===== src/rtl/fetch_queue_pkg.sv =====
// Shared definitions for the fetch-to-decode instruction queue.
package fetch_queue_pkg;

  localparam int unsigned FETCH_WIDTH = 64;

  // Canonical NOP (addi x0, x0, 0) shown to decode whenever no real word is offered.
  localparam logic [63:0] STALL = 64'h0000_0000_0000_0013;

  typedef logic [0:FETCH_WIDTH-1] instr_t;

endpackage


===== src/rtl/fetch_queue_ram.sv =====
// Entry storage for fetch_queue: one write port, one asynchronous read port, no reset.
module fetch_queue_ram #(
  parameter int unsigned WIDTH = 64,
  parameter int unsigned DEPTH = 4,
  parameter int unsigned AW    = $clog2(DEPTH)
) (
  input  logic             clk,
  input  logic             i_we,
  input  logic [AW-1:0]    i_waddr,
  input  logic [WIDTH-1:0] i_wdata,
  input  logic [AW-1:0]    i_raddr,
  output logic [WIDTH-1:0] o_rdata
);

  logic [WIDTH-1:0] r_mem [DEPTH];

  always_ff @(posedge clk) begin
    if (i_we) begin
      r_mem[i_waddr] <= i_wdata;
    end
  end

  assign o_rdata = r_mem[i_raddr];

endmodule


===== src/rtl/fetch_queue.sv =====
// DEPTH-entry instruction FIFO between fetch and decode with halt and flush.
// Optional 0-cycle empty-queue bypass enabled by defining FETCH_QUEUE_BYPASS_EN.
module fetch_queue
  import fetch_queue_pkg::*;
#(
  parameter int unsigned WIDTH = FETCH_WIDTH,
  parameter int unsigned DEPTH = 4,
  parameter int unsigned CNT_W = $clog2(DEPTH + 1)
) (
  input  logic             clk,
  input  logic             rst,
  input  logic             halt,
  input  logic             flush,
  input  logic             in_valid,
  output logic             in_ready,
  input  logic [WIDTH-1:0] in_instr,
  output logic             out_valid,
  input  logic             out_ready,
  output logic [WIDTH-1:0] out_instr,
  output logic [CNT_W-1:0] count
);

  localparam int unsigned AW = $clog2(DEPTH);
  localparam logic [WIDTH-1:0] STALL_W = WIDTH'(STALL);
  localparam logic [CNT_W-1:0] DEPTH_C = CNT_W'(DEPTH);

  logic [AW-1:0]    r_head;
  logic [AW-1:0]    r_tail;
  logic [CNT_W-1:0] r_count;

  logic             w_nonempty;
  logic             w_head_valid;
  logic             w_bypass;
  logic             w_push;
  logic             w_pop;
  logic [WIDTH-1:0] w_head_data;

  assign w_nonempty   = (r_count != '0);
  assign w_head_valid = w_nonempty & ~halt & ~flush;

`ifdef FETCH_QUEUE_BYPASS_EN
  assign w_bypass = ~w_nonempty & ~halt & ~flush & in_valid;
`else
  assign w_bypass = 1'b0;
`endif

  assign in_ready  = (r_count < DEPTH_C);
  assign out_valid = w_head_valid | w_bypass;

  always_comb begin
    out_instr = STALL_W;
    if (w_head_valid) begin
      out_instr = w_head_data;
    end else if (w_bypass) begin
      out_instr = in_instr;
    end
  end

  // A bypassed word consumed in the same cycle never touches storage.
  assign w_push = in_valid & in_ready & ~flush & ~(w_bypass & out_ready);
  assign w_pop  = w_head_valid & out_ready;

  always_ff @(posedge clk or negedge rst) begin
    if (!rst) begin
      r_head  <= '0;
      r_tail  <= '0;
      r_count <= '0;
    end else if (flush) begin
      r_head  <= '0;
      r_tail  <= '0;
      r_count <= '0;
    end else begin
      if (w_push) begin
        r_tail <= r_tail + AW'(1);
      end
      if (w_pop) begin
        r_head <= r_head + AW'(1);
      end
      if (w_push && !w_pop) begin
        r_count <= r_count + CNT_W'(1);
      end else if (w_pop && !w_push) begin
        r_count <= r_count - CNT_W'(1);
      end
    end
  end

  assign count = r_count;

  fetch_queue_ram #(
    .WIDTH (WIDTH),
    .DEPTH (DEPTH),
    .AW    (AW)
  ) u_ram (
    .clk     (clk),
    .i_we    (w_push),
    .i_waddr (r_tail),
    .i_wdata (in_instr),
    .i_raddr (r_head),
    .o_rdata (w_head_data)
  );

endmodule


===== config.mk =====
export PLATFORM = sky130hd
export DESIGN_NAME = fetch_queue
export DESIGN_NICKNAME = d
export VERILOG_FILES = /design/src/rtl/fetch_queue_pkg.sv /design/src/rtl/fetch_queue_ram.sv /design/src/rtl/fetch_queue.sv
export SDC_FILE = /design/constraint.sdc
export NUM_CORES = 1
export LEC_CHECK = 0
export ABC_AREA = 1
export CAP_MARGIN = 0
export CORE_MARGIN = 3
export CORE_UTILIZATION = 47
export CTS_BUF_LIST = sky130_fd_sc_hd__clkbuf_4 sky130_fd_sc_hd__clkbuf_8
export DETAILED_ROUTE_END_ITERATION = 6
export MAX_ROUTING_LAYER = met4
export PLACE_DENSITY = 0.7
export RECOVER_POWER = 100
export SLEW_MARGIN = 20
export SYNTH_ARGS = -nofsm -noshare
export SYNTH_HDL_FRONTEND = slang
export SYNTH_SLANG_ARGS = --single-unit

===== constraint.sdc =====
create_clock -name clk -period 5.8 [get_ports clk]
set_input_delay 0.87 -clock clk [delete_from_list [all_inputs] [get_ports clk]]
set_output_delay 0.87 -clock clk [all_outputs]
set_load 0.03 [all_outputs]

==> impl.org <==
** Drt
- The final layout contains routed wiring with a total length of 22200 µm.
- Total number of vias :: 6560
- Using the TritonRoute via totals, the vias-per-cell ratio works out to slightly above 5.
- In the routed design, unresolved DRC markers number 0.
- The first detailed-routing pass took 7 iterations.
- The detailed router finished its first iteration with 402 violations.
- Routed WL per cell :: about 18 µm
- Post-DRT Antenna Nets :: 0

** Flow run
- The tool flagged a number of max-cap violations equal to 5.

** STA
- Final hold analysis gives a worst-case slack of 524 ps.
- Fin. Hold Viols :: 0
- In the finished design, the share of the clock period the worst path needs comes to between 80 and 90%.
- Min Clock Period, post-route :: 4850 ps
- The number of pins exceeding their max-slew limit in the final report is approximately 180.
- Measured slew at the worst slew-check pin :: about 2800 ps
- Number of setup violations in the final report :: 0
- Setup repair after global routing left no endpoint under its margin.
- Maximum clock rate :: 206 MHz
- Clock Skews :: between 10 and 15 ps
- Measured against its own limit, the worst slew margin works out to -88.5%.
- Setup TNS :: 0 ps

** CTS
- Clock tree root driver cell :: clkbuf_8
- For this design, the sink count on the clock tree is 263.
- TritonCTS built the clock tree.
- Deepest clock path buffer count :: 3
- Post-CTS setup buffer count :: 0
- Cts hold-fix bufs :: 0
- Buffers inserted during clock tree synthesis total 42.
- Later-pin clock latency in the skew report :: about 520 ps
- In this run, post-CTS repair resized a total of 0 instances.
- Clock-pin slew was measured on the worst setup and hold paths at about 50 ps.
- Number of levels in the clock H-tree :: 2

** Global route
- All-Layer GR Usage :: between 10% and 20%
- The initial antenna violation count was 4.
- Global-route wire length before repair :: 34800 µm
- Number of global-route vias before repair :: ~6.5k
- Largest net degree at the start of global routing :: between 90 and 100
- The total overflow left after global routing is 0.

** Synth
- In this run, distinct cell masters in the synthesized netlist total 23.
- In this run the cell area of the synthesized design comes to approximately 10000 µm².
- Number of standard cells after synthesis :: about 820
- By area, the combinational part of the netlist is dominated by simple AND/OR/NAND/NOR gates.
- Cell taking the most area after synthesis :: edfxtp_1
- Post-synth net total :: 890
- Yosys synthesis warning count :: 0
- Fraction of synthesized cell area in xor and xnor cells :: 0%
- Fraction of the mapped netlist area in compound gates :: a little under a tenth
- Adder and majority cell fraction of the synthesized area :: less than 1%
- The share of synthesized area in the top cell type comes to 74.4%.
- After synthesis, the cell types taking the most area are edfxtp_1, nor2_1, o21ai_0.
- The synthesized design contains approximately 260 register bits.
- Summing the areas of all and, or, nand and nor instances in the mapped netlist gives between 10% and 20% of the synthesized area.
- After synthesis, the share of cell area in mux cells is 0%.
- A synthesized cell averages approximately 13 µm².
- Seq/Total Area, Yosys :: roughly three quarters

** Finish
- Final cell utilization of the core :: between 50% and 60%
- Area growth syn-to-layout :: 22.7%
- At the end of the flow, the number of nets in the layout was between 1k and 1.5k.
- Counting the fill cells in the layout gives between 1.5k and 2k.
- Fraction of layout cells with a size suffix above 1 :: 7.82%

** Status
- The flow ran to the end, but the final reports show violations.
- The checks that failed: capacitance limit, slew limit.

** Critical path
- Signal arrival time at the worst endpoint :: slightly below 4000 ps
- Crit-path cells :: dlygate4sd3_1 > nor2_1 > nand2_1 > buf_4 > a21oi_1 > dlygate4sd3_1
- CP Capture Type :: primary output
- Crit path top cell by count :: dlygate4sd3_1
- Path type of the worst setup path :: primary input to primary output
- Critical-path maximum fanout :: 34
- Crit-path slowest cell :: dlygate4sd3_1
- CP startpoint kind :: primary input
- At the worst endpoint, the required time is about 5000 ps.
- For this run, the slowest stage of the critical path takes between 700 and 800 ps.

** Worst hold path
- Type of the worst min-delay path :: flop to flop

** Place
- The congestion estimate from routability-driven global placement came to ~0.81.
- The wire-length estimate of the detail-placed layout is 12400 µm.
- Input and output buffers added on the ports amount to 138.

** Floorplanning
- The die covers around 24000 µm².
- Total I/O pin count :: 139
- The floorplan has 53 rows.
- The die is between 150 and 200 µm wide.
- Die extent in y :: ~150 µm
- Initial Util :: 48.5%
- The total area inside the core boundary comes to about 21000 µm².

** Power and ir drop
- After layout, the design draws a total of roughly 4.5 mW.
- Max VDD drop :: 0.247 mV
- The analysis attributes to cell leakage a power of 4.51 nW.
- For this design the ratio of total power to cell area is around 360 nW/µm².
logic make-up after synthesis:
kind of cell,after synthesis
buffers and inverters,66
adders and majority gates,5
and+or+nand+nor,286
DFF,263
AOI/OAI and AO/OA,195
layout make-up:
cell class | count | area [µm²] | area share [%]
Antenna cell | 4 | 10.0 | 0.0790
Clock buffer | 57 | 697 | 5.50
Clock inverter | 13 | 57.6 | 0.454
Inverter | 18 | 68.8 | 0.543
Multi-Input combinational cell | 486 | 2160 | 17.0
Sequential cell | 263 | 7870 | 62.1
Tap cell | 275 | 344 | 2.72
Timing Repair Buffer | 148 | 1470 | 11.6
final timing paths:
path | startpoint | slack (ps) | cells after the start | endpoint
worst max-delay path | flush | 950 | 6 | out_instr[28]
worst min-delay path | count[2] | 520 | 2 | count[2]
worst max register to register | count[2] | 1560 | 4 | u_ram.r_mem[2][39]
worst min register to register | count[2] | 520 | 2 | count[2]
max in group asynchronous | rst | 4830 | 1 | r_head[0]
min in group asynchronous | rst | 690 | 1 | count[2]
stage by stage:
step | area [µm²] | std cells | setup slack [ps]
global route | 12700 | 1264 | 602
finish | 12700 | 1264 | 952
detailed placement | 12000 | 1190 | 1460
CTS | 12700 | 1260 | 1240
floorplan | 10300 | 815 | 1540
global placement | 12000 | 1190 | 1480
flip-flops by register name, indices dropped and copies added, names as in the netlist:
name         cells
r_tail           2
u_ram.r_mem    256
count            3
r_head           2
power breakdown:
group / leakage, nW / switching (mW) / internal, mW
Clock: 0.402 / 0.653 / 0.772
Sequential: 2.41 / 0.0558 / 2.21
Combinational: 1.70 / 0.563 / 0.256
Total: 4.51 / 1.27 / 3.24
worst max-delay path, delay by kind of cell:
kind / cells / cell delay [ps]
AO/OA/AOI/OAI: 1 / 190
buffers and inverters: 3 / 1930
AND/OR/NAND/NOR: 2 / 960
synthesized netlist by cell type (all sizes together):
library cell	count
nor2	264
a22o	1
o21ai	129
edfxtp	256
ha	4
dfrtp	7
o311ai	3
clkbuf	21
nand2	16
a21oi	62
nor3	1
inv	18
nand4	1
fa	1
buf	27
nand3	4
placed cells by master, fill, tap and decap left out:
| cell | n |
|---|---|
| dfrtp_2 | 1 |
| clkinvlp_4 | 1 |
| ha_1 | 4 |
| buf_12 | 2 |
| o21ai_0 | 129 |
| inv_1 | 16 |
| edfxtp_1 | 256 |
| clkdlybuf4s50_1 | 5 |
| nor2_1 | 263 |
| clkinv_1 | 8 |
| fa_1 | 1 |
| dlygate4sd3_1 | 133 |
| dfrtp_1 | 5 |
| dfrtp_4 | 1 |
| nand3_2 | 1 |
| clkbuf_4 | 14 |
| nand3_1 | 3 |
| nand4_1 | 1 |
| nor3_1 | 1 |
| o311ai_0 | 2 |
| a21oi_1 | 62 |
| clkbuf_8 | 43 |
| nand2_2 | 1 |
| buf_4 | 4 |
| inv_2 | 1 |
| clkbuf_1 | 2 |
| diode_2 | 4 |
| o311ai_1 | 1 |
| a22o_1 | 1 |
| clkinv_2 | 5 |
| clkbuf_2 | 2 |
| nand2_1 | 15 |
| nor2_4 | 1 |
layer usage:
metal	track usage, %	share of wire, %	vias up
li1	-	-	3174
met1	24.8	43	3173
met2	30.7	49	180
met3	3.58	6.2	33
met4	5.42	1.7	0
met5	-	0	-
(Power assumes the default switching activity.)
